**src/rtl/parity_checker_rx_pkg.sv**
```systemverilog
// parity_pkg: shared types and constants for the parity-checking serial receiver.
//   rx_state_e      receiver FSM states
//   GOOD/BAD/BLANK  default seven-segment patterns (active-low segments)
//   AN_SEL          anode pattern selecting the single lit digit
//   FRAME_BITS      serial bits per frame for the default word width
//                   (start + data + parity + stop)
package parity_pkg;

  typedef enum logic [2:0] {
    IDLE,
    START,
    DATA,
    PARITY,
    STOP
  } rx_state_e;

  localparam logic [7:0] GOOD_SEG  = 8'b00000011;
  localparam logic [7:0] BAD_SEG   = 8'b01100001;
  localparam logic [7:0] BLANK_SEG = 8'b11111111;
  localparam logic [3:0] AN_SEL    = 4'b1101;

  localparam int N_SW_DEF   = 8;
  localparam int FRAME_BITS = N_SW_DEF + 3;

endpackage

```
**src/rtl/parity_checker_rx_bit_sync.sv**
```systemverilog
// bit_sync: two-flop synchroniser for a single asynchronous input.
//   i_clk    destination clock
//   i_rst_n  asynchronous active-low reset; both flops reset to RST_VAL
//   i_d      asynchronous input
//   o_q      synchronised output, two i_clk edges after i_d settles
module bit_sync #(
  parameter logic RST_VAL = 1'b1
) (
  input  logic i_clk,
  input  logic i_rst_n,
  input  logic i_d,
  output logic o_q
);

  logic r_meta;
  logic r_sync;

  always_ff @(posedge i_clk or negedge i_rst_n) begin
    if (!i_rst_n) begin
      r_meta <= RST_VAL;
      r_sync <= RST_VAL;
    end else begin
      r_meta <= i_d;
      r_sync <= r_meta;
    end
  end

  assign o_q = r_sync;

endmodule

```
**src/rtl/parity_checker_rx.sv**
```systemverilog
// parity_checker_rx: UART-style receiver for N_SW-bit words carrying one even
// parity bit. Frame: start(0), data LSB first, parity, stop(1).
//   clk_i         system clock, rising edge
//   rst_ni        asynchronous active-low reset
//   rx_i          serial line, idle high, asynchronous to clk_i
//   data_o        last received word
//   valid_o       one-cycle pulse when a frame completes
//   parity_err_o  last frame failed parity (held until next frame)
//   frame_err_o   last frame had a low stop bit (held until next frame)
//   led_o         segment drive: BLANK after reset, then GOOD or BAD
//   led_an_o      constant anode select
module parity_checker_rx
  import parity_pkg::*;
#(
  parameter int                N_SW         = 8,
  parameter int                N_LED        = 8,
  parameter int                N_LED_AN     = 4,
  parameter int                CLKS_PER_BIT = 16,
  parameter logic [N_LED-1:0]  GOOD         = N_LED'(GOOD_SEG),
  parameter logic [N_LED-1:0]  BAD          = N_LED'(BAD_SEG),
  parameter logic [N_LED-1:0]  BLANK        = N_LED'(BLANK_SEG)
) (
  input  logic                clk_i,
  input  logic                rst_ni,
  input  logic                rx_i,
  output logic [N_SW-1:0]     data_o,
  output logic                valid_o,
  output logic                parity_err_o,
  output logic                frame_err_o,
  output logic [N_LED-1:0]    led_o,
  output logic [N_LED_AN-1:0] led_an_o
);

  localparam int BIT_W  = $clog2(N_SW + 1);
  localparam int BAUD_W = $clog2(CLKS_PER_BIT);

  localparam logic [BAUD_W-1:0] BAUD_LAST = BAUD_W'(CLKS_PER_BIT - 1);
  localparam logic [BAUD_W-1:0] HALF_LAST = BAUD_W'(CLKS_PER_BIT / 2 - 1);
  localparam logic [BIT_W-1:0]  BIT_LAST  = BIT_W'(N_SW - 1);

  logic              w_rx_s;
  logic              w_fall;
  logic              w_baud_end;
  logic              w_perr;
  logic              w_ferr;

  rx_state_e         r_state;
  logic [BAUD_W-1:0] r_baud;
  logic [BIT_W-1:0]  r_bits;
  logic              r_rx_d;
  logic              r_done;
  logic [N_SW-1:0]   r_shift;
  logic              r_par;
  logic              r_stop;

  bit_sync #(
    .RST_VAL (1'b1)
  ) u_sync (
    .i_clk   (clk_i),
    .i_rst_n (rst_ni),
    .i_d     (rx_i),
    .o_q     (w_rx_s)
  );

  // Start only on a 1->0 edge of the synchronised line, so a line stuck low
  // after a framing error cannot retrigger the receiver.
  assign w_fall     = r_rx_d & ~w_rx_s;
  assign w_baud_end = (r_baud == BAUD_LAST);

  always_ff @(posedge clk_i or negedge rst_ni) begin
    if (!rst_ni) begin
      r_state <= IDLE;
      r_baud  <= '0;
      r_bits  <= '0;
      r_rx_d  <= 1'b1;
      r_done  <= 1'b0;
    end else begin
      r_rx_d <= w_rx_s;
      r_done <= 1'b0;
      case (r_state)
        IDLE: begin
          if (w_fall) begin
            r_state <= START;
            r_baud  <= '0;
          end
        end
        // Half-bit wait lands later samples mid-bit; a high line here is a glitch.
        START: begin
          if (r_baud == HALF_LAST) begin
            r_baud  <= '0;
            r_bits  <= '0;
            r_state <= w_rx_s ? IDLE : DATA;
          end else begin
            r_baud <= r_baud + 1'b1;
          end
        end
        DATA: begin
          if (w_baud_end) begin
            r_baud <= '0;
            r_bits <= r_bits + 1'b1;
            if (r_bits == BIT_LAST) r_state <= PARITY;
          end else begin
            r_baud <= r_baud + 1'b1;
          end
        end
        PARITY: begin
          if (w_baud_end) begin
            r_baud  <= '0;
            r_state <= STOP;
          end else begin
            r_baud <= r_baud + 1'b1;
          end
        end
        // Leave mid-stop-bit so the next start edge can follow immediately.
        STOP: begin
          if (w_baud_end) begin
            r_baud  <= '0;
            r_done  <= 1'b1;
            r_state <= IDLE;
          end else begin
            r_baud <= r_baud + 1'b1;
          end
        end
        default: r_state <= IDLE;
      endcase
    end
  end

  // Sample registers hold datapath only; they are qualified by FSM state.
  always_ff @(posedge clk_i) begin
    if (r_state == DATA && w_baud_end) r_shift <= {w_rx_s, r_shift[N_SW-1:1]};
    if (r_state == PARITY && w_baud_end) r_par <= w_rx_s;
    if (r_state == STOP && w_baud_end) r_stop <= w_rx_s;
  end

  assign w_perr = ^{r_shift, r_par};
  assign w_ferr = ~r_stop;

  // Output register: status updates only alongside the valid pulse.
  always_ff @(posedge clk_i or negedge rst_ni) begin
    if (!rst_ni) begin
      valid_o      <= 1'b0;
      data_o       <= '0;
      parity_err_o <= 1'b0;
      frame_err_o  <= 1'b0;
      led_o        <= BLANK;
    end else begin
      valid_o <= r_done;
      if (r_done) begin
        data_o       <= r_shift;
        parity_err_o <= w_perr;
        frame_err_o  <= w_ferr;
        led_o        <= (w_perr || w_ferr) ? BAD : GOOD;
      end
    end
  end

  assign led_an_o = N_LED_AN'(AN_SEL);

endmodule

```
**config.mk**
```make
export PLATFORM = sky130hd
export DESIGN_NAME = parity_checker_rx
export DESIGN_NICKNAME = d
export VERILOG_FILES = /design/src/rtl/parity_checker_rx_pkg.sv /design/src/rtl/parity_checker_rx_bit_sync.sv /design/src/rtl/parity_checker_rx.sv
export SDC_FILE = /design/constraint.sdc
export NUM_CORES = 1
export LEC_CHECK = 0
export ABC_AREA = 1
export CORE_MARGIN = 5
export CORE_UTILIZATION = 26
export DETAILED_ROUTE_END_ITERATION = 6
export PLACE_DENSITY = 0.49
export SYNTH_ARGS = -nofsm -noshare
export SYNTH_HDL_FRONTEND = slang
export SYNTH_SLANG_ARGS = --single-unit
export TNS_END_PERCENT = 100
```
**constraint.sdc**
```tcl
create_clock -name clk_i -period 2.5 [get_ports clk_i]
set_clock_uncertainty 0.15 [all_clocks]
set_input_delay 0.25 -clock clk_i [delete_from_list [all_inputs] [get_ports clk_i]]
set_output_delay 0.25 -clock clk_i [all_outputs]
set_load 0.02 [all_outputs]
```
-- Yosys cells after proc, flatten, opt, wreduce, memory -nomap -nowiden
Index checks and enable logic that the tools add are counted.
- bitwise operators: 3
- reductions and logical operators: 12
- multiplexer cells: 18
- equality and inequality tests: 13
- add/sub/neg operators: 2
- operators by type and width (kind ; number):
    two-way mux 4 bit ; 5
    two-way mux 3 bit ; 6
    one-hot mux 3 bit (5 select lines) ; 1
    != test 2 bit, second input constant ; 6
    one-hot mux 4 bit (3 select lines) ; 1
    XOR reduction 9 bit ; 1
    adder 4 x 1 -> 4 bit, second input constant ; 2
    equality test 4 x 3 -> 1 bit, second input constant ; 2
    one-hot mux 4 bit (2 select lines) ; 1
    two-way mux 7 bit ; 1
    equality test 3 x 2 -> 1 bit, second input constant ; 2
    AND reduction 6 bit ; 1
    equality test 4 bit, second input constant ; 1
    equality test 3 x 1 -> 1 bit, second input constant ; 1
    equality test 3 bit, second input constant ; 1
    logical AND 1 bit ; 3
    logical NOT 3 bit ; 1
    AND reduction 3 bit ; 1
    nonzero test 3 bit ; 1
    OR reduction 3 bit ; 1
    two-way mux 1 bit ; 2
    two-way mux 2 bit ; 1
    NOT 1 bit ; 2
    AND reduction 2 bit ; 1
    3 further kinds ; 3
- logic and storage cells: 63
- register bits after elaboration: 44
- input port bits: 3
- output and inout port bits: 23

-- Depth between registers and ports, before layout
- depth after elaboration: 4
- mapped depth: 10
- depth with buffers taken out: 10

-- Hierarchy
From an unflattened synthesis, not the netlist that was laid out.
- cells, all modules: 195
- area total of the unflattened synthesis: 1785.5 sq um
- modules (own cells, without submodules) (module ; area an instance (sq um) ; times used ; seq. area each (sq um) ; cells each):
    parity_checker_rx ; 1732.9 ; 1 ; 980.9 ; 193
    bit_sync ; 52.6 ; 1 ; 52.6 ; 2

-- Worst setup path before layout
Ideal clock, no wire load.
- kind: reg-to-reg
- from: reg r_baud[0]
- to: reg r_shift[0] (enable)
- clock period less this slack: 1.477 ns
- setup time: 0.309 ns
- slack: 1.023 ns
- stages on the path, launching flop included: 8
- arrival: 1.018 ns
- path buffers: 0
- data required time: 2.041 ns
- cells stage by stage: dfrtp_1 -> ha_1 -> nand2_2 -> inv_2 -> nand2_4 -> inv_2 -> nand2_4 -> inv_2
- cells in the longest elaborated chain, start to end: 2
- RTL lines (what ; RTL line ; RTL):
    from (decl) ; parity_checker_rx.sv:48 ; logic [BAUD_W-1:0] r_baud;
    from (signal assigned) ; parity_checker_rx.sv:94 ; r_baud <= r_baud + 1'b1;
    from (signal assigned) ; parity_checker_rx.sv:103 ; r_baud <= r_baud + 1'b1;
    from (signal assigned) ; parity_checker_rx.sv:111 ; r_baud <= r_baud + 1'b1;
    equality test 4 bit ; parity_checker_rx.sv:68 ; assign w_baud_end = (r_baud == BAUD_LAST);
    logical AND 1 bit ; parity_checker_rx.sv:131 ; if (r_state == DATA && w_baud_end) r_shift <= {w_rx_s, r_shift[N_SW-1:1]};
    to (signal assigned) ; parity_checker_rx.sv:131 ;
    to (decl) ; parity_checker_rx.sv:52 ; logic [N_SW-1:0] r_shift;
No other way between the ends.
A chain may end at the register's enable or synchronous reset.

==> flow_metrics.py <==
metrics = {
    "status": {
        "status": "finished clean",
    },
    "floorplanning": {
        "coreArea_sq_um": 6760,
        "initial_core_util_pct": 26.4,
        "die_area_sq_um": 8620,
        "rows": 30,
        "fp.dieH_microns": 92.9,
        "ios": 26,
        "die_w_microns": 92.9,
    },
    "pwr": {
        "power_frac_seq_pct": 52.9,
        "internal_power_mw": 0.999,
        "p_leak_nw": 1.02,
        "power_switching_mw": 0.434,
        "clkPwrFrac_pct": 27.8,
        "pwr_density_cell_nw_per_um2": 678,
        "p_comb_share_pct": 19.3,
        "power_mw": 1.43,
        "vdd_drop_max_uv": 422,
        "switching_share_pct": 30.3,
    },
    "routing": {
        "drt_pass1_iterations": 4,
        "vias": 1241,
        "routedWlPerCell_microns": 10.5,
        "ant_nets": 0,
        "drtIter0Drc": 22,
        "drc": 0,
        "viasPerCell": 4.18,
        "routed_wl_microns": 3130,
    },
    "clock_tree": {
        "cts_max_level": 2,
        "cts_tree": "yes",
        "hold_buffers": 0,
        "cts_buffers": 5,
        "clk-insertion-delay-late_ns": 0.28,
        "cts.path.max_buffers": 2,
        "ctsResizeCount": 0,
        "cts_root_buffer": "clkbuf_8",
        "clk_pin_slew_worst_paths_ns": 0.07,
        "cts_setup_buffers": 0,
        "cts.sinks": 39,
    },
    "timing": {
        "slew_violations": 0,
        "fin_crit_ns": 1.84,
        "fmax_mhz": 544,
        "finalHoldViolCount": 0,
        "rsz0062_at_grt": "false",
        "max-slew-margin-rel_pct": 63.9,
        "worstMarginPinSlew_ns": 0.536,
        "setup_viol": 0,
        "timing.hold.ws_ns": 0.195,
        "post-route-period-util_pct": 73.5,
        "tns_ns": 0,
    },
    "worst_setup_path": {
        "crit_path_start_kind": "flip-flop",
        "cpPeakStageDelay_ns": 0.61,
        "endpoint_kind": "primary output",
        "cp_cell_sequence": "clkdlybuf4s50_1",
        "path_buf_inv": 1,
        "worstPathArrival_ns": 1.44,
        "crit_family": "buffers and inverters",
        "cp_slowest_cell": "clkdlybuf4s50_1",
        "worstSetupPathType": "reg2out",
        "crit_fanout": 5,
        "required_ns": 2.10,
    },
    "hold_path": {
        "min_path_type": "in2async",
    },
    "grt": {
        "grt_overflow_total": 0,
        "antenna_found_initial": 0,
        "grt_start_max_net_pins": 30,
        "grt_pass1_wl_microns": 5510,
        "grt_pass1_vias": 1237,
        "grt_usage_pct": 7.97,
    },
    "synth": {
        "yosysTopAreaCell": "dfrtp_1",
        "synth-seq-area-share_pct": 57.9,
        "ys.warnings.count": 0,
        "avgSynthCellArea_sq_um": 9.16,
        "synth_area_leaders": "dfrtp_1 32%, edfxtp_1 17%, nand2_1 12%, dfstp_2 8.8%, o21ai_0 3.9%",
        "mappedNetlistArea_sq_um": 1790,
        "ys_types": 26,
        "synth_top_area_share_pct": 32.2,
        "postSynthCellCount": 195,
        "ys_ff_latch": 39,
    },
    "final_layout": {
        "drive_gt1_share_pct": 12.4,
        "diodes": 0,
        "syn_to_final_growth_pct": 18.4,
        "fillers": 718,
        "nets": 221,
        "post-route-util_pct": 31.3,
        "stdcell_area_sq_um": 2110,
    },
    "flow_run": {
        "max-cap-violations": 0,
    },
    "placed_design": {
        "post-dp-hpwl_microns": 2290,
        "placed_area_sq_um": 2030,
        "port_buffers": 20,
        "place_congestion": 0.759,
    },
}
-- kinds of logic after synthesis --
kind of cell,Yosys count,share of synthesized area (%)
AO/OA/AOI/OAI,24,7.57
buffers and inverters,33,8.83
adder cells (fa/ha/maj),2,1.40
XOR/XNOR,3,1.47
flip-flops,39,57.9
other,2,0.421
AND/OR/NAND/NOR,92,22.4
-- cells in the final DEF, fill, tap and decap left out, drive strengths merged --
| cell | count |
|---|---|
| clkbuf | 8 |
| nand3 | 13 |
| edfxtp | 10 |
| a21oi | 3 |
| nor2 | 19 |
| dfrtp | 23 |
| inv | 23 |
| buf | 1 |
| dfstp | 6 |
| nand4 | 1 |
| o31ai | 1 |
| conb | 5 |
| o21bai | 1 |
| o211ai | 1 |
| o21ai | 18 |
| ha | 2 |
| xor2 | 3 |
| nand2 | 59 |
| clkdlybuf4s50 | 20 |
-- layout make-up --
| class | instances | area [sq um] | area share [%] |
|---|---|---|---|
| flip-flops and latches | 39 | 1030 | 48.9 |
| multi-input cells | 126 | 606 | 28.7 |
| repair buffers | 21 | 208 | 9.83 |
| well taps | 80 | 100 | 4.74 |
| inverters | 23 | 86.3 | 4.09 |
| clock buffers | 8 | 80.1 | 3.79 |
-- power groups by stage --
stage	logic [mW]	registers, mW	clock network, mW
finish	0.277	0.758	0.398
global route	0.334	0.765	0.447
CTS	0.282	0.757	0.424
detailed placement	0.281	0.769	0
global placement	0.286	0.768	0
floorplan	0.227	0.760	0
-- sequential cells by signal, indices dropped and copies added (netlist names) --
name	flops
u_sync.r_meta	1
data_o	8
r_baud	4
frame_err_o	1
led_o	3
r_shift	8
r_state	3
r_rx_d	1
r_par	1
r_stop	1
r_bits	4
u_sync.o_q	1
parity_err_o	1
valid_o	1
r_done	1
-- path summary, 6_finish.rpt --
| path | start | end | slack, ns | depth (start not counted) |
|---|---|---|---|---|
| setup / recovery | led_o[4]$_DFFE_PN1P_ | led_o[2] | 0.66 | 1 |
| min in group clk_i | u_sync.r_meta$_DFF_PN1_ | u_sync.o_q$_DFF_PN1_ | 0.21 | 0 |
| setup reg to reg | r_baud[0]$_DFFE_PN0P_ | r_bits[2]$_DFFE_PN0P_ | 0.89 | 9 |
| hold / removal | rst_ni | r_state[1]$_DFFE_PN0P_ | 0.19 | 2 |
| hold reg to reg | u_sync.r_meta$_DFF_PN1_ | u_sync.o_q$_DFF_PN1_ | 0.21 | 0 |
| max in group asynchronous | rst_ni | led_o[4]$_DFFE_PN1P_ | 1.69 | 2 |
-- routing by layer --
metal	GRT usage [%]	up-vias	share of wire, %	routed length [microns]
met5	0	-	0	0
met4	2.20	0	0.80	25
met3	2.76	5	4.7	146
met2	12.8	26	47	1480
met1	10.1	565	47	1480
li1	-	645	-	-
-- synth_stat cells (all sizes together) --
cell	instances
a21oi	3
buf	9
clkbuf	1
conb	2
dfrtp	23
dfstp	6
edfxtp	10
ha	2
inv	23
nand2	59
nand3	13
nand4	1
nor2	19
o211ai	1
o21ai	18
o21bai	1
o31ai	1
xor2	3
-- stage by stage --
step                      std cells  worst slack, ns
final                           297            0.662
after global routing            297            0.611
after CTS                       297            0.640
after detailed placement        289            0.886
after global placement          289            0.939
after floorplan                 198             1.02
Power figures use the tool's default switching activity.
